**src/rtl/mem_arb_pkg.sv**
```systemverilog
// Shared definitions for the DDR2 memory arbiter: FSM encoding, requester
// indices and default parameter values.
package mem_arb_pkg;

  typedef enum logic [1:0] {
    ST_IDLE    = 2'd0,
    ST_ISSUE   = 2'd1,
    ST_WAIT_RD = 2'd2
  } arb_state_t;

  localparam int REQ_CACHE = 0;
  localparam int REQ_NPU   = 1;
  localparam int REQ_VID   = 2;
  localparam int N_REQ     = 3;

  localparam int DEF_ADDR_W  = 31;
  localparam int DEF_DATA_W  = 128;
  localparam int DEF_VID_MAX = 4;
  localparam int DEF_RD_TMO  = 255;

  // Encode a one-hot requester vector to its slot index
  function automatic logic [1:0] onehot_to_idx(input logic [2:0] oh);
    case (oh)
      3'b001:  return 2'd0;
      3'b010:  return 2'd1;
      3'b100:  return 2'd2;
      default: return 2'd0;
    endcase
  endfunction

endpackage

```
**src/rtl/mem_arb_picker.sv**
```systemverilog
// Combinational winner selection: video first unless its streak is exhausted
// while others wait, otherwise round-robin between cache and NPU.
module mem_arb_picker
  import mem_arb_pkg::*;
(
  input  logic [2:0] req,
  input  logic       rr_ptr,
  input  logic       vid_block,
  output logic [2:0] winner
);

  logic others_s;

  assign others_s = req[REQ_CACHE] | req[REQ_NPU];

  // Priority/round-robin pick; rr_ptr=0 favours cache, 1 favours NPU
  always_comb begin
    winner = 3'b000;
    if (req[REQ_VID] && !(vid_block && others_s)) begin
      winner = 3'b100;
    end else if (rr_ptr == 1'b0) begin
      if (req[REQ_CACHE]) begin
        winner = 3'b001;
      end else if (req[REQ_NPU]) begin
        winner = 3'b010;
      end else begin
        winner = 3'b000;
      end
    end else begin
      if (req[REQ_NPU]) begin
        winner = 3'b010;
      end else if (req[REQ_CACHE]) begin
        winner = 3'b001;
      end else begin
        winner = 3'b000;
      end
    end
  end

endmodule

```
**src/rtl/ddr_mem_arbiter.sv**
```systemverilog
// Three-requester arbiter in front of a DDR2 controller user port: one
// command in flight at a time, with a read-return timeout.
module ddr_mem_arbiter
  import mem_arb_pkg::*;
#(
  parameter int ADDR_W  = DEF_ADDR_W,
  parameter int DATA_W  = DEF_DATA_W,
  parameter int VID_MAX = DEF_VID_MAX,
  parameter int RD_TMO  = DEF_RD_TMO
) (
  input  logic                clk,
  input  logic                rst,
  input  logic                phy_init_done,
  input  logic [2:0]          req,
  input  logic [2:0]          we,
  input  logic [3*ADDR_W-1:0] addr,
  input  logic [3*DATA_W-1:0] wdata,
  output logic [2:0]          gnt,
  output logic [2:0]          rvalid,
  output logic [DATA_W-1:0]   rdata,
  output logic                rd_err,
  output logic                mc_req,
  output logic                mc_we,
  output logic [ADDR_W-1:0]   mc_addr,
  output logic [DATA_W-1:0]   mc_wdata,
  input  logic                mc_rdy,
  input  logic                mc_rvalid,
  input  logic [DATA_W-1:0]   mc_rdata
);

  localparam int TMO_W = $clog2(RD_TMO + 1);
  localparam int VC_W  = $clog2(VID_MAX + 1);

  arb_state_t        state_r, state_s;
  logic [2:0]        win_r;
  logic              we_r;
  logic [ADDR_W-1:0] addr_r;
  logic [DATA_W-1:0] wdata_r;
  logic              rr_ptr_r;
  logic [VC_W-1:0]   vid_cnt_r;
  logic [TMO_W-1:0]  tmo_r;

  logic [2:0]        pick_s;
  logic [1:0]        pick_idx_s;
  logic              vid_block_s;
  logic              start_s;
  logic [2:0]        gnt_s;
  logic [2:0]        rvalid_s;
  logic [DATA_W-1:0] rdata_s;
  logic              rd_err_s;
  logic              others_s;

  assign vid_block_s = (vid_cnt_r == VC_W'(VID_MAX));
  assign pick_idx_s  = onehot_to_idx(pick_s);
  assign start_s     = (state_r == ST_IDLE) && phy_init_done && (req != 3'b000);
  assign others_s    = req[REQ_CACHE] | req[REQ_NPU];

  mem_arb_picker u_picker (
    .req       (req),
    .rr_ptr    (rr_ptr_r),
    .vid_block (vid_block_s),
    .winner    (pick_s)
  );

  // Next-state and per-cycle response pulses
  always_comb begin
    state_s  = state_r;
    gnt_s    = 3'b000;
    rvalid_s = 3'b000;
    rdata_s  = '0;
    rd_err_s = 1'b0;
    case (state_r)
      ST_IDLE: begin
        if (start_s) begin
          state_s = ST_ISSUE;
        end else begin
          state_s = ST_IDLE;
        end
      end
      ST_ISSUE: begin
        if (mc_rdy) begin
          gnt_s   = win_r;
          state_s = we_r ? ST_IDLE : ST_WAIT_RD;
        end else begin
          state_s = ST_ISSUE;
        end
      end
      ST_WAIT_RD: begin
        if (mc_rvalid) begin
          rvalid_s = win_r;
          rdata_s  = mc_rdata;
          state_s  = ST_IDLE;
        end else if (tmo_r == TMO_W'(RD_TMO - 1)) begin
          rd_err_s = 1'b1;
          state_s  = ST_IDLE;
        end else begin
          state_s  = ST_WAIT_RD;
        end
      end
      default: begin
        state_s = ST_IDLE;
      end
    endcase
  end

  // Outputs are forced quiet while reset is asserted so an abandoned read
  // cannot leak a pulse in the reset cycle itself.
  assign gnt      = rst ? 3'b000 : gnt_s;
  assign rvalid   = rst ? 3'b000 : rvalid_s;
  assign rdata    = rst ? '0 : rdata_s;
  assign rd_err   = rst ? 1'b0 : rd_err_s;
  assign mc_req   = (state_r == ST_ISSUE) && !rst;
  assign mc_we    = we_r;
  assign mc_addr  = addr_r;
  assign mc_wdata = wdata_r;

  // State, latched command, fairness and timeout bookkeeping
  always_ff @(posedge clk) begin
    if (rst) begin
      state_r   <= ST_IDLE;
      win_r     <= 3'b000;
      we_r      <= 1'b0;
      addr_r    <= '0;
      wdata_r   <= '0;
      rr_ptr_r  <= 1'b0;
      vid_cnt_r <= '0;
      tmo_r     <= '0;
    end else begin
      state_r <= state_s;

      if (start_s) begin
        win_r   <= pick_s;
        we_r    <= we[pick_idx_s];
        addr_r  <= addr[int'(pick_idx_s)*ADDR_W +: ADDR_W];
        wdata_r <= wdata[int'(pick_idx_s)*DATA_W +: DATA_W];
      end else begin
        win_r   <= win_r;
        we_r    <= we_r;
        addr_r  <= addr_r;
        wdata_r <= wdata_r;
      end

      if (state_r == ST_ISSUE) begin
        tmo_r <= '0;
      end else if (state_r == ST_WAIT_RD) begin
        tmo_r <= tmo_r + TMO_W'(1);
      end else begin
        tmo_r <= tmo_r;
      end

      if (gnt_s[REQ_CACHE]) begin
        rr_ptr_r <= 1'b1;
      end else if (gnt_s[REQ_NPU]) begin
        rr_ptr_r <= 1'b0;
      end else begin
        rr_ptr_r <= rr_ptr_r;
      end

      // Video streak only grows while someone else is being held off
      if (gnt_s[REQ_VID] && others_s) begin
        vid_cnt_r <= vid_block_s ? vid_cnt_r : vid_cnt_r + VC_W'(1);
      end else if ((gnt_s != 3'b000) || !others_s) begin
        vid_cnt_r <= '0;
      end else begin
        vid_cnt_r <= vid_cnt_r;
      end
    end
  end

endmodule

```
**config.mk**
```make
export PLATFORM = sky130hd
export DESIGN_NAME = ddr_mem_arbiter
export DESIGN_NICKNAME = d
export VERILOG_FILES = /design/src/rtl/mem_arb_pkg.sv /design/src/rtl/mem_arb_picker.sv /design/src/rtl/ddr_mem_arbiter.sv
export SDC_FILE = /design/constraint.sdc
export NUM_CORES = 1
export LEC_CHECK = 0
export BUFFER_PORTS_ARGS = -buffer_cell sky130_fd_sc_hd__clkbuf_2
export CAP_MARGIN = 20
export CORE_AREA = 2 2 355 357
export CTS_CLUSTER_SIZE = 24
export DETAILED_ROUTE_END_ITERATION = 7
export DIE_AREA = 0 0 357 359
export PLACE_DENSITY_LB_ADDON = 0.08
export SLEW_MARGIN = 20
export SYNTH_ARGS = -nofsm -noshare
export SYNTH_HDL_FRONTEND = slang
export SYNTH_HIERARCHICAL = 1
export SYNTH_SLANG_ARGS = --single-unit
```
**constraint.sdc**
```tcl
create_clock -name clk -period 3.1 [get_ports clk]
set_clock_uncertainty 0.1 [all_clocks]
set_input_delay 0.31 -clock clk [delete_from_list [all_inputs] [get_ports clk]]
set_output_delay 0.31 -clock clk [all_outputs]
set_load 0.05 [all_outputs]
```
Yosys cells after proc, flatten, opt, wreduce, memory -nomap -nowiden:

Cells that the tools add are included.

* reductions and logical operators: 17
* $lt $le $gt $ge: 1
* bitwise operators: 1
* multiplexer cells: 33
* add/subtract/negate cells: 2
* multiply operators: 1
* eq/ne operators: 7
* divide/modulo/power cells: 0
* shifts and indexed selects: 2

Operators with widths (number)
* 128-bit 2-to-1 mux: 3
* 384-bit by 10-bit variable part select with 128-bit output: 1
* 93-bit by 8-bit variable part select with 31-bit output: 1
* 3-bit 2-to-1 mux: 13
* 2-bit 2-to-1 mux: 5
* 1-bit 2-to-1 mux: 9
* 8-bit by 1-bit adder with 8-bit output (second input constant): 1
* 8-bit == test (second input constant): 1
* 2-bit by 5-bit multiplier with 7-bit output (second input constant): 1
* 3-bit == test (second input constant): 2
* 1-bit logical AND: 6
* 2-bit one-hot mux with 3 select lines: 1
* 3-bit nonzero test: 2
* 2-bit one-hot mux with 2 select lines: 1
* 2-bit nonzero test: 2
* 3-bit by 1-bit adder with 3-bit output (second input constant): 1
* 3-bit by 2-bit == test with 1-bit output (second input constant): 1
* 1-bit logical NOT: 3
* 2-bit by 3-bit < comparator with 1-bit output (second input constant): 1
* 1-bit binary-select mux with 2-bit select: 1
* 2-bit by 1-bit == test with 1-bit output (second input constant): 1
* 2-bit == test (second input constant): 1
* 2-bit logical NOT: 1
* 2-bit != test (second input constant): 1
* other kinds (4): 4

* bits in registers: 177
* output and inout bits: 296
* RAM bits: 0
* bits in latches: 0
* memories: 0
* ROM bits: 0
* word-level logic and storage cells: 72

Longest topological paths before layout:

* depth after elaboration: 9
* mapped depth: 13
* mapped depth without buffers: 10

Cells and area by module:

The synthesis kept the hierarchy.

By module, submodules not included
* ddr_mem_arbiter: instances 1, cells an instance 1505, area an instance 10308.6 sq um
* mem_arb_picker: instances 1, cells an instance 7, area an instance 40.0 sq um

Least setup slack after synthesis:

No wires, ideal clock.

* kind: flip-flop to output port
* start point: reg tmo_r[0]
* end point: out rd_err
* stages on the path, launching flop included: 6
* path buffers: 0
* data arrival time: 2.305 ns
* slack: 0.385 ns
* path through: dfxtp_1 > inv_1 > ha_1 > nand3_1 > nor2_1 > nor4b_1

* longest elaborated chain between the ends: 5

RTL lines
* from (decl): line ddr_mem_arbiter.sv:41 `logic [TMO_W-1:0] tmo_r;`
* from (signal assigned): line ddr_mem_arbiter.sv:146 `tmo_r <= tmo_r + TMO_W'(1);`
* from (signal assigned): line ddr_mem_arbiter.sv:148 `tmo_r <= tmo_r;`
* 8-bit == test: line ddr_mem_arbiter.sv:93 `end else if (tmo_r == TMO_W'(RD_TMO - 1)) begin`
* 1-bit 2-to-1 mux: line ddr_mem_arbiter.sv:93
* 1-bit 2-to-1 mux: line ddr_mem_arbiter.sv:89 `if (mc_rvalid) begin`
* 1-bit 2-to-1 mux: line ddr_mem_arbiter.sv:72 `case (state_r)`
* 1-bit 2-to-1 mux: line ddr_mem_arbiter.sv:111 `assign rd_err = rst ? 1'b0 : rd_err_s;`
* to (decl): line ddr_mem_arbiter.sv:21 `output logic rd_err,`

No other way between the ends.

Worst setup path after layout:

* start point: reg state_r[0]
* end point: out rdata[72]

* longest elaborated chain between the ends: 3

RTL lines
* from (decl): line ddr_mem_arbiter.sv:34 `arb_state_t state_r, state_s;`
* from (signal assigned): line ddr_mem_arbiter.sv:129 `state_r <= state_s;`
* 2-bit == test: line ddr_mem_arbiter.sv:72
* 128-bit 2-to-1 mux: line ddr_mem_arbiter.sv:72
* 128-bit 2-to-1 mux: line ddr_mem_arbiter.sv:110 `assign rdata = rst ? '0 : rdata_s;`
* to (decl): line ddr_mem_arbiter.sv:20 `output logic [DATA_W-1:0] rdata,`

No other way between the ends.

==> run_results.csv <==
group,metric,value,unit
status,outcome,"finished clean",
yosys,ys.flop_type,"dfxtp_1",
floorplan,io_pins,912,
critical_path,crit_type,"reg -> out",
yosys,yosysWarningCount,6,
routing,ant_nets,0,
routing,drc,0,
floorplan,initial_core_util,8.306,%
sta,setup_slack,0.2344,ns
global_route,grt_pass1_wl,103300,um
global_route,grt_max_degree,132,
floorplan,rows,130,
critical_path,arrival,2.46,ns
sta,drv_slew,0,
power_and_ir_drop,ir_drop,0.0005018,V
yosys,synth_common_cells,"nand2_1, dfxtp_1, nor2_1, a21oi_1, a311o_1",
power_and_ir_drop,clockPowerShare,33.7,%
cells_and_area,drive_above_1_share,40.88,%
yosys,synth_seq_cells,177,
clock_tree,path_clk_slew,0.07,ns
critical_path,start_kind,"flip-flop",
global_route,grt_pass1_vias,15150,
global_route,globalRouteTotalUtil,10.91,%
hold_path,hold_depth,4,
clock_tree,cts-root-buf,"clkbuf_16",
clock_tree,clock_path_buffers,2,
yosys,synth_area_per_cell,6.844,sq um
clock_tree,cts_buffers,17,
yosys,async_flop_share,0,%
sta,timing.slew.headroom,54.02,%
sta,min_period,2.866,ns
critical_path,timing.rr.start,"vid_cnt_r[0]",
sta,setup_viol,0,
power_and_ir_drop,p_int,4.583,mW
power_and_ir_drop,switching_share,37.62,%
global_route,gr-total-overflow,0,
clock_tree,insertion_delay,0.52,ns
floorplan,die_h,359,um
cells_and_area,fin_nets,3069,
global_route,antenna_found_initial,9,
yosys,synth_cell_type_count,37,
critical_path,r2r_cells,12,
power_and_ir_drop,seqPwrFrac,34.8,%
cells_and_area,fillCellCount,14590,
critical_path,required,2.69,ns
power_and_ir_drop,p_leak,8.707,nW
yosys,ys_seq_area_share,34.24,%
routing,via_count,14390,
job,maxCapViolCount,0,
routing,first_pass_iters,5,
yosys,yosys.area.top_type,"dfxtp_1",
yosys,synth_most_common_cell,"nand2_1",
hold_path,min_to,"mc_wdata[93]",
yosys,synthCells,1512,
routing,finalWirelength,72850,um
sta,period_share,92.44,%
yosys,synth_area,0.01035,sq mm
clock_tree,numClockSinks,177,
floorplan,die-area,0.1282,sq mm
yosys,syn_nets,2132,
place,gp_congestion,0.9156,
power_and_ir_drop,switchingPower,2.764,mW
place,place_ws,0.2270,ns
routing,drt_iter0_drc,603,
sta,rsz0062_at_grt,"no",
clock_tree,cts_max_level,4,
yosys,synth_edf_count,0,
power_and_ir_drop,total_power,7.348,mW
sta,fmax,349.0,MHz
sta,tns,0,ns
critical_path,crit_fanout,65,
place,port_buffers,911,
hold_path,hold_path.class,"in -> reg",
clock_tree,cts_tree,"yes",
critical_path,end_kind,"primary output",
sta,worst_slew_pin_slew,0.6896,ns
yosys,netlist.area_leader.share,34.24,%
cells_and_area,area_growth,81.11,%
floorplan,fp.coreArea,0.1246,sq mm
routing,routedWlPerCell,17.71,um
critical_path,timing.rr.end,"mc_we",
routing,viasPerCell,3.497,
critical_path,ff2ff_setup_slack,0.25,ns
power_and_ir_drop,combPwrFrac,31.5,%
yosys,yosys-top-cells-area,"dfxtp_1, nand2_1, a311o_1",
floorplan,die_x,357,um
hold_path,min_from,"wdata[221]",
place,dpl.hpwl,57970,um
power_and_ir_drop,power_density,392.0,mW/mm^2
sta,hold_viol_final,0,
-- metal layers --
metal | GRT usage (%) | part of all wire, %
met4 | 3.543 | 2.1
met2 | 18.44 | 48
met3 | 4.645 | 9.4
met1 | 12.26 | 41
met5 | 0 | 0.12
-- power groups by stage --
stage | sequential (mW) | combinational (mW) | clock, mW
2_1_floorplan | 3.17 | 0.705 | 0
3_3_place_gp | 2.61 | 2.28 | 0
3_5_place_dp | 2.61 | 2.26 | 0
4_1_cts | 2.56 | 2.36 | 2.68
5_1_grt | 2.58 | 2.51 | 2.71
6_report | 2.55 | 2.32 | 2.48
-- registers in the layout, indices dropped and copies added (netlist names) --
name and cells:
mc_wdata 128, mc_addr 31, tmo_r 8, vid_cnt_r 3, win_r 3, state_r 2, mc_we 1, rr_ptr_r 1
-- through the flow --
step	cell area, sq um	util (%)	cells	hold slack [ns]
2_1_floorplan	10350	-	1512	0.3525
3_3_place_gp	17190	13.80	3988	0.3440
3_5_place_dp	17190	13.80	3988	0.3469
4_1_cts	18680	15.00	4107	0.000005829
5_1_grt	18740	15.04	4113	0.03206
6_report	18740	15.04	4114	0.06416
-- logic make-up (layout without fill, tap and decap cells) --
family                     Yosys count  count (layout)  share of synthesized area (%)
AOI/OAI and AO/OA                  343             343                          24.80
xor gates and xnor gates             4               4                         0.3386
and+or+nand+nor                    836             836                          34.43
adders and majority gates            4               4                         0.4836
other                                0               3                              0
buffers and inverters              148            1097                          5.707
DFF                                177             177                          34.24
-- area by class of cell --
cell class	count	area [sq um]	share of cell area (%)
multi-input combinational	1187	6237	33.28
sequential	177	3543	18.91
inverter	7	26.28	0.1402
antenna	3	7.507	0.04005
clock buffer	20	456.7	2.437
clock inverter	11	153.9	0.8211
tap	1650	2064	11.01
timing repair buffer	1059	6254	33.36
-- worst max-delay path by stage --
stage,from,to,slack (ns),cells after the start
final,state_r[0],rdata[72],0.23,6
after global routing,state_r[0],rvalid[0],0.03,6
after CTS,state_r[0],rdata[115],0.09,5
after detailed placement,vid_cnt_r[0],mc_we,0.23,12
after global placement,vid_cnt_r[0],mc_we,0.16,12
after floorplan,tmo_r[0],rd_err,0.39,5
-- critical path, stage by stage, from the launching register on --
cell and delay, ns:
dfxtp_1 0.42, nand2b_1 0.32, nor3b_4 0.25, buf_4 0.17
buf_8 0.29, and2_1 0.19, clkbuf_2 0.28
-- placed cells by master (no fill, tap or decap), drive strengths merged, types with 2 or more instances in the layout --
cell | synthesis | layout
clkinv | 0 | 3
nand4 | 3 | 3
xnor2 | 2 | 2
diode | 0 | 3
inv | 7 | 10
or3b | 2 | 2
clkbuf | 115 | 925
a21oi | 170 | 170
nand3 | 2 | 2
nand2b | 7 | 7
buf | 26 | 66
xor2 | 2 | 2
dfxtp | 177 | 177
nand2 | 496 | 496
bufinv | 0 | 3
and2 | 135 | 135
nor3 | 3 | 3
a311o | 160 | 160
ha | 4 | 4
and3 | 3 | 3
nand3b | 3 | 3
o32ai | 2 | 2
dlygate4sd3 | 0 | 88
o21ai | 4 | 4
nor2 | 176 | 176
nor3b | 2 | 2
clkinvlp | 0 | 2
-- what timing repair did --
| item | 4_1_cts | 5_1_grt |
|---|---|---|
| setup buffers | 0 | 2 |
| hold buffers | 88 | 0 |
| resized for setup | 0 | 4 |
| endpoints found under the hold margin | 56 | 0 |
| endpoints found under the setup margin | 0 | 14 |
Power figures use the tool's default switching activity.
